`src/rtl/toggle_hs_pkg.sv`:
```
// rtl/toggle_hs_pkg.sv - shared types and default widths for the toggle handshake
// Purpose: handshake FSM state type and default widths shared by sender and receiver.
// Ports: none (package).
package toggle_hs_pkg;

  typedef enum logic {
    IDLE = 1'b0,  // no word held; waiting for a request toggle
    HOLD = 1'b1   // word presented on the valid/ready port
  } hs_state_t;

  localparam int DEF_WIDTH     = 8;
  localparam int DEF_CNT_WIDTH = 8;

endpackage

```
`src/rtl/toggle_edge_detect.sv`:
```
// rtl/toggle_edge_detect.sv - request toggle event detector with load-enabled reference level
// Purpose: flags a request event while the incoming toggle level differs from the
//          last accepted level; the reference level only moves when load_i is set.
// Ports:
//   clk_i   in   clock
//   rst_i   in   synchronous active-high reset (reference level returns to 0)
//   tgl_i   in   request toggle level from the sender
//   load_i  in   accept the current toggle level as the new reference
//   evt_o   out  toggle level differs from the accepted reference
module toggle_edge_detect (
  input  logic clk_i,
  input  logic rst_i,
  input  logic tgl_i,
  input  logic load_i,
  output logic evt_o
);

  logic req_prev_q;

  always_ff @(posedge clk_i) begin
    if (rst_i) begin
      req_prev_q <= 1'b0;
    end else if (load_i) begin
      req_prev_q <= tgl_i;
    end
  end

  // A level mismatch stays visible until the word is actually captured, so a
  // toggle that arrives while a word is still held is delivered later, not lost.
  assign evt_o = tgl_i ^ req_prev_q;

endmodule

```
`src/rtl/toggle_handshake_rx.sv`:
```
// rtl/toggle_handshake_rx.sv - two-phase toggle handshake receiver with valid/ready output
// Purpose: captures a word on each request toggle, presents it on a valid/ready
//          port and returns an acknowledge toggle once the consumer accepts it.
// Ports:
//   clk         in   sole clock, rising edge
//   rst         in   synchronous active-high reset
//   req_tgl     in   request toggle; each level change is one new word
//   req_data    in   word, stable until the matching ack toggle
//   ack_tgl     out  acknowledge toggle, flips once per consumed word
//   out_valid   out  captured word available
//   out_ready   in   consumer accepts when high together with out_valid
//   out_data    out  captured word
//   xfer_count  out  completed transfers, modulo 2^CNT_WIDTH
//   proto_err   out  sticky flag: request toggled again before acknowledge
module toggle_handshake_rx
  import toggle_hs_pkg::*;
#(
  parameter int WIDTH     = DEF_WIDTH,
  parameter int CNT_WIDTH = DEF_CNT_WIDTH
) (
  input  logic                 clk,
  input  logic                 rst,
  input  logic                 req_tgl,
  input  logic [WIDTH-1:0]     req_data,
  output logic                 ack_tgl,
  output logic                 out_valid,
  input  logic                 out_ready,
  output logic [WIDTH-1:0]     out_data,
  output logic [CNT_WIDTH-1:0] xfer_count,
  output logic                 proto_err
);

  hs_state_t            state_q, state_d;
  logic                 valid_q, valid_d;
  logic [WIDTH-1:0]     data_q, data_d;
  logic                 ack_q, ack_d;
  logic [CNT_WIDTH-1:0] cnt_q, cnt_d;
  logic                 err_q, err_d;
  logic                 req_evt;
  logic                 load_prev;

  toggle_edge_detect u_edge (
    .clk_i  (clk),
    .rst_i  (rst),
    .tgl_i  (req_tgl),
    .load_i (load_prev),
    .evt_o  (req_evt)
  );

  always_ff @(posedge clk) begin
    if (rst) begin
      state_q <= IDLE;
      valid_q <= 1'b0;
      data_q  <= '0;
      ack_q   <= 1'b0;
      cnt_q   <= '0;
      err_q   <= 1'b0;
    end else begin
      state_q <= state_d;
      valid_q <= valid_d;
      data_q  <= data_d;
      ack_q   <= ack_d;
      cnt_q   <= cnt_d;
      err_q   <= err_d;
    end
  end

  always_comb begin
    state_d   = state_q;
    valid_d   = valid_q;
    data_d    = data_q;
    ack_d     = ack_q;
    cnt_d     = cnt_q;
    err_d     = err_q;
    load_prev = 1'b0;
    unique case (state_q)
      IDLE: begin
        if (req_evt) begin
          data_d    = req_data;
          valid_d   = 1'b1;
          load_prev = 1'b1;
          state_d   = HOLD;
        end
      end
      HOLD: begin
        // A toggle here means the sender did not wait for the ack. It is left
        // pending in the edge detector and picked up once we are back in IDLE.
        if (req_evt) begin
          err_d = 1'b1;
        end
        if (valid_q && out_ready) begin
          valid_d = 1'b0;
          ack_d   = ~ack_q;
          cnt_d   = cnt_q + CNT_WIDTH'(1);
          state_d = IDLE;
        end
      end
      default: state_d = IDLE;
    endcase
  end

  assign ack_tgl    = ack_q;
  assign out_valid  = valid_q;
  assign out_data   = data_q;
  assign xfer_count = cnt_q;
  assign proto_err  = err_q;

endmodule

```
`config.mk`:
```
export PLATFORM = sky130hd
export DESIGN_NAME = toggle_handshake_rx
export DESIGN_NICKNAME = d
export VERILOG_FILES = /design/src/rtl/toggle_hs_pkg.sv /design/src/rtl/toggle_edge_detect.sv /design/src/rtl/toggle_handshake_rx.sv
export SDC_FILE = /design/constraint.sdc
export NUM_CORES = 1
export LEC_CHECK = 0
export CORE_ASPECT_RATIO = 0.75
export CORE_MARGIN = 2
export CORE_UTILIZATION = 35
export CTS_BUF_LIST = sky130_fd_sc_hd__clkbuf_2
export DETAILED_ROUTE_END_ITERATION = 6
export PLACE_DENSITY = 0.69
export SYNTH_ARGS = -nofsm -noshare
export SYNTH_HDL_FRONTEND = slang
export SYNTH_SLANG_ARGS = --single-unit
```
`constraint.sdc`:
```
create_clock -name clk -period 1.3 [get_ports clk]
set_input_delay 0.26 -clock clk [delete_from_list [all_inputs] [get_ports clk]]
set_output_delay 0.26 -clock clk [all_outputs]
set_load 0.05 [all_outputs]
```
==> results.cfg, run 1 <==
[status]
status = finished, final reports clean

[sta]
hold_violations = 0
relSlewSlack_pct = 75.8
period_share_pct = 97.0
setup-violations-final = 0
tightestPinTransition_ns = 0.362
rsz0062_at_grt = yes
setup_slack_ns = 0.0393
fmax_ghz = 0.793
post-route-min-period_ns = 1.26
final_max_slew_viol_count = 0
finClkSkew_ns = 0.00266
holdWs_ns = 0.461

[finish]
nets = 146
final_core_util_pct = 65.9
multi_input_area_um2 = 389
drive_above_1_share_pct = 36.4
area_growth_syn_to_layout_pct = 82.1
seq_area_um2 = 444
antenna_cells = 0
fill_cells = 184

[yosys]
synth_area_per_cell_um2 = 8.87
synthCells = 92
synth_fp_nets = 105
synth-main-ff-cell = dfxtp_1
ys_top_cells_by_area = dfxtp_1 (52%), a21oi_1 (8.6%), o21ai_0 (7.4%)
synth_commonest_cells = dfxtp_1 (21), a21oi_1 (14), o21ai_0 (12)
synth_top_area_share_pct = 51.5
synth_edf_count = 0
synth.most_common_cell = dfxtp_1
synth_area_um2 = 816
synth_largest_area_cell = dfxtp_1
async_flop_share_pct = 0
synth_cell_types = 18
synth_seq_cells = 21
seq_area_frac_synth_pct = 51.5
yosys_warnings = 0

[die]
core-area_mm2 = 0.00225
dieArea_mm2 = 0.00274
die_x_um = 59.7
rows = 15
pin_count = 31
start_util_pct = 36.2
die_h_um = 45.8

[placed_design]
place_congestion = 0.672
port_buffers = 30
dp_hpwl_um = 1510
pre_cts_ws_ns = -0.345

[power]
power_frac_seq_pct = 50.5
leakagePower_uw = 0.000564
internal_power_uw = 962
p_per_area_mw_per_mm2 = 958
irDropWorstVdd_v = 0.000834
power.total_uw = 1420
p_sw_uw = 460
p_comb_share_pct = 29.4
swShare_pct = 32.4
p_clk_share_pct = 20.1

[clocking]
cts_max_path_buffers = 2
cts_sinks = 21
cts_tree = built
clk_pin_slew_ns = 0.19
ctsRootBufferMaster = clkbuf_2
numCtsBuffers = 3
h-tree-depth = 1
clock_latency_ns = 0.33

[routing]
initialDrtViolationCount = 28
routed_wirelength_um = 2120
drc_errors = 0
postRouteAntennaNets = 0
viasPerCell = 5.25
firstDrtPassIters = 4
wire_per_inst_um = 13.5
vias = 824

[setup_path]
crit_path_start = out_ready
critical_path_arrival_ns = 1.55
cp-start-kind = input pin
crit_type = in -> reg
end_kind = flop
crit_fanout = 4
cp_data_required_time_ns = 1.58
r2r-start = xfer_count[0]$_SDFFE_PP0P_

[global_routing]
grt_max_degree = 22
grt_pass1_wl_um = 3260
grt.overflow.total = 0
grt_pass1_vias = 732
grtUsageTotal_pct = 16.2
antenna_found_initial = 0

[hold_path]
hold_path.class = in -> reg
hp-start = req_data[6]

[job]
drv_cap = 0
layout by cell type (no fill, tap or decap), types with 2 or more instances in the layout:
cell type,Yosys,final
mux2i_1,2,2
dfxtp_4,0,5
clkdlybuf4s50_1,0,11
o21ai_0,12,12
clkbuf_2,0,4
buf_4,1,8
buf_6,0,2
nor2_1,8,8
a21oi_1,14,13
dfxtp_1,21,12
nand3_1,10,9
dfxtp_2,0,4
o31ai_1,2,2
or3_1,3,3
buf_12,0,20
nand2_1,2,2
xor2_1,4,4
nand4_1,3,3
through the flow:
step	instances	setup TNS, ns	area (µm²)
3_3_place_gp	150	-3.46	1410
4_1_cts	154	0	1430
2_1_floorplan	92	-0.0524	845
3_5_place_dp	150	-4.09	1410
5_1_grt	157	-0.0769	1490
6_report	157	0	1490
state kept, by name, summed over array words and instances, names as in the netlist:
name	flops
ack_tgl	1
out_data	8
out_valid	1
proto_err	1
state_q	1
u_edge.req_prev_q	1
xfer_count	8
repair_timing:
action,4_1_cts,5_1_grt
hold buffers,0,0
buffers inserted,0,3
endpoints found under the setup margin,0,13
resized for setup,0,8
critical path, cell delays in order:
cell	delay, ns
clkdlybuf4s50_1	0.50
nand3_2	0.11
or4_4	0.53
a21oi_2	0.15
final cells by class:
| type | count | area share [%] |
|---|---|---|
| Clock buffer | 4 | 1.35 |
| Multi-Input combinational cell | 65 | 26.2 |
| Sequential cell | 21 | 29.9 |
| Inverter | 1 | 0.505 |
| Tap cell | 25 | 2.11 |
| Timing Repair Buffer | 41 | 39.9 |
cell families (layout without fill, tap and decap cells):
| group | count (synthesis) | after routing | share of synthesized area, % |
|---|---|---|---|
| AO/OA/AOI/OAI | 29 | 29 | 18.7 |
| XOR/XNOR | 5 | 5 | 5.37 |
| adder cells (fa/ha/maj) | 1 | 1 | 1.53 |
| buffers and inverters | 6 | 46 | 3.22 |
| flip-flops | 21 | 21 | 51.5 |
| multiplexers | 2 | 2 | 2.45 |
| AND/OR/NAND/NOR | 28 | 28 | 17.2 |
power groups by stage:
stage / clock network, µW / logic, µW / registers [µW]
2_1_floorplan: 0 / 95.6 / 824
3_3_place_gp: 0 / 405 / 731
3_5_place_dp: 0 / 411 / 732
4_1_cts: 292 / 411 / 719
5_1_grt: 322 / 440 / 725
6_report: 285 / 418 / 719
layer usage:
layer / vias up / track usage (%) / wire, µm
li1: 413 / - / -
met1: 388 / 20.2 / 965
met2: 21 / 26.5 / 1020
met3: 2 / 6.82 / 124
met4: 0 / 2.67 / 9
met5: - / 0 / 0
final timing paths:
check / to / slack, ns / cells past startpoint
min: out_data[6]$_SDFFE_PP0P_ / 0.46 / 3
min reg2reg: xfer_count[5]$_SDFFE_PP0P_ / 0.52 / 2
max reg2reg: xfer_count[4]$_SDFFE_PP0P_ / 0.05 / 4
max: xfer_count[7]$_SDFFE_PP0P_ / 0.04 / 4
Note: power is estimated with default switching activity, not from simulation.
==> inputs of run 2 (changes only) <==
--- a/config.mk
+++ b/config.mk
@@ -9,6 +9,7 @@
 export CORE_MARGIN = 2
 export CORE_UTILIZATION = 35
 export CTS_BUF_LIST = sky130_fd_sc_hd__clkbuf_2
+export CTS_CLUSTER_SIZE = 14
 export DETAILED_ROUTE_END_ITERATION = 6
 export PLACE_DENSITY = 0.69
 export SYNTH_ARGS = -nofsm -noshare
==> results of run 2 <==
The final DEF is identical to that of run 1; final timing and power are the same.
==> inputs of run 3 (changes only) <==
--- a/config.mk
+++ b/config.mk
@@ -7,11 +7,11 @@
 export LEC_CHECK = 0
 export CORE_ASPECT_RATIO = 0.75
 export CORE_MARGIN = 2
-export CORE_UTILIZATION = 35
+export CORE_UTILIZATION = 40
 export CTS_BUF_LIST = sky130_fd_sc_hd__clkbuf_2
 export CTS_CLUSTER_SIZE = 14
 export DETAILED_ROUTE_END_ITERATION = 6
-export PLACE_DENSITY = 0.69
+export PLACE_DENSITY = 0.77
 export SYNTH_ARGS = -nofsm -noshare
 export SYNTH_HDL_FRONTEND = slang
 export SYNTH_SLANG_ARGS = --single-unit
==> run 3 against run 2 <==
Routed wire length increased by 9.1%. Combinational power increased by 3%. Power decreased by 0.25%. Clock power down 5%. Clock skew barely moved. Cell count shrank 0.64%. Sequential power is essentially flat. Critical endpoint is now xfer_count[0]. Worst hold slack lost 0.088 ns. Worst setup slack lost 0.0084 ns. Register-to-register slack is essentially flat. Sequential cell count unchanged.
==> results.cfg, run 3 (synthesis gave the netlist of run 1 again) <==
[finish]
area_growth_syn_to_layout_pct = 85.9
final_common_cell = buf_12
multi_input_area_um2 = 419
fill_cells = 128
seq_area_um2 = 452
nets = 146
antenna_cells = 0
final_cell_mix = buf_12 (20), a21oi_1 (12), dfxtp_1 (12)
drive_above_1_share_pct = 37.9

[routing]
viasPerCell = 5.63
firstDrtPassIters = 6
vias = 879
wire_per_inst_um = 14.8
drc_errors = 0
routed_wirelength_um = 2310
postRouteAntennaNets = 0
initialDrtViolationCount = 44

[sta]
tns_ns = 0
fmax_ghz = 0.788
tightestPinTransition_ns = 0.359
finClkSkew_ns = 0.00277
relSlewSlack_pct = 76.0
period_share_pct = 97.6
setup-violations-final = 0
rsz0062_at_grt = yes
post-route-min-period_ns = 1.27
hold_violations = 0
final_max_slew_viol_count = 0

[clocking]
cts_sinks = 21
cts_tree = built
ctsRootBufferMaster = clkbuf_2
cts_max_path_buffers = 2
h-tree-depth = 1
clock_latency_ns = 0.32
clk_pin_slew_ns = 0.19
hold_buffers = 0
numCtsBuffers = 3

[die]
start_util_pct = 41.6
rows = 14
core-area_mm2 = 0.00196
die_x_um = 56.1
dieArea_mm2 = 0.00242
pin_count = 31
die_h_um = 43.1

[setup_path]
timing.rr.end = xfer_count[7]$_SDFFE_PP0P_
crit_fanout = 3
cp_data_required_time_ns = 1.04
rrSetupSlack_ns = 0.04
end_kind = output port
r2r-start = xfer_count[3]$_SDFFE_PP0P_
crit_type = reg -> out
crit_path_start = xfer_count[0]$_SDFFE_PP0P_
cp-start-kind = flop
critical_path_arrival_ns = 1.01
reg2reg_depth = 3

[global_routing]
grt_pass1_vias = 837
grt_pass1_wl_um = 3760
grtUsageTotal_pct = 20.3
antenna_found_initial = 0
grt.overflow.total = 0
grt_max_degree = 22

[power]
p_sw_uw = 469
internal_power_uw = 950
p_per_area_mw_per_mm2 = 935
irDropWorstVdd_v = 0.000816
p_comb_share_pct = 30.4
power.total_uw = 1420
power_frac_seq_pct = 50.6
p_clk_share_pct = 19.0
swShare_pct = 33.0
leakagePower_uw = 0.000572

[placed_design]
dp_hpwl_um = 1600
place_congestion = 0.737
port_buffers = 30

[status]
status = finished, final reports clean

[hold_path]
hold_path.class = in -> reg
hold_path_end = xfer_count[5]$_SDFFE_PP0P_
hold_depth = 4
hp-start = out_ready

[job]
drv_cap = 0
-- run 3: metal layers --
layer | global-route usage (%) | part of all wire, % | routed length [µm] | up-vias
met5 | 0 | 0 | 0 | -
met4 | 7.62 | 0.30 | 7 | 0
met3 | 6.71 | 8.1 | 188 | 2
met2 | 33.4 | 53 | 1230 | 43
met1 | 24.9 | 38 | 880 | 417
li1 | - | - | - | 417
-- run 3: through the flow --
step | setup slack (ns) | util [%] | instance area (µm²) | instances | hold WS, ns
2_1_floorplan | -0.0524 | - | 845 | 92 | 0.329
4_1_cts | 0.0102 | 73.3 | 1440 | 153 | 0.457
5_1_grt | -0.00823 | 77.3 | 1520 | 156 | 0.386
3_5_place_dp | -0.364 | 71.9 | 1410 | 149 | 0.504
6_report | 0.0310 | 77.3 | 1520 | 156 | 0.373
3_3_place_gp | -0.270 | 71.9 | 1410 | 149 | 0.498
-- run 3: worst max path at each step --
stage	slack, ns	depth (start not counted)	endpoint
6_report	0.03	2	xfer_count[0]
5_1_grt	-0.008	4	out_valid$_SDFFE_PP0P_
4_1_cts	0.01	4	xfer_count[4]$_SDFFE_PP0P_
3_5_place_dp	-0.36	4	out_data[5]$_SDFFE_PP0P_
3_3_place_gp	-0.27	4	xfer_count[5]$_SDFFE_PP0P_
2_1_floorplan	-0.05	4	xfer_count[7]$_SDFFE_PP0P_
-- run 3: power by group through the flow --
stage,registers [µW],clock network [µW],logic (µW)
after floorplan,824,0,95.6
after global placement,730,0,403
after detailed placement,733,0,411
after CTS,721,277,414
after global routing,721,296,452
final,718,270,431
-- run 3: final cells by class --
| class | count | area share (%) |
|---|---|---|
| timing repair buffer | 41 | 39.0 |
| clock buffer | 3 | 0.990 |
| inverter | 1 | 0.248 |
| sequential | 21 | 29.8 |
| clock inverter | 1 | 0.330 |
| tap | 24 | 1.98 |
| multi-input combinational | 65 | 27.6 |
-- run 3: what timing repair did --
| item | in CTS | in global routing |
|---|---|---|
| gates resized for setup | 1 | 15 |
| pin swaps | 0 | 7 |
| setup buffers | 0 | 3 |
| endpoints found under the setup margin | 1 | 6 |
-- run 3: critical path, stage by stage, from the launching register on --
cell and delay (ns):
dfxtp_4 0.40, buf_4 0.15, buf_12 0.14
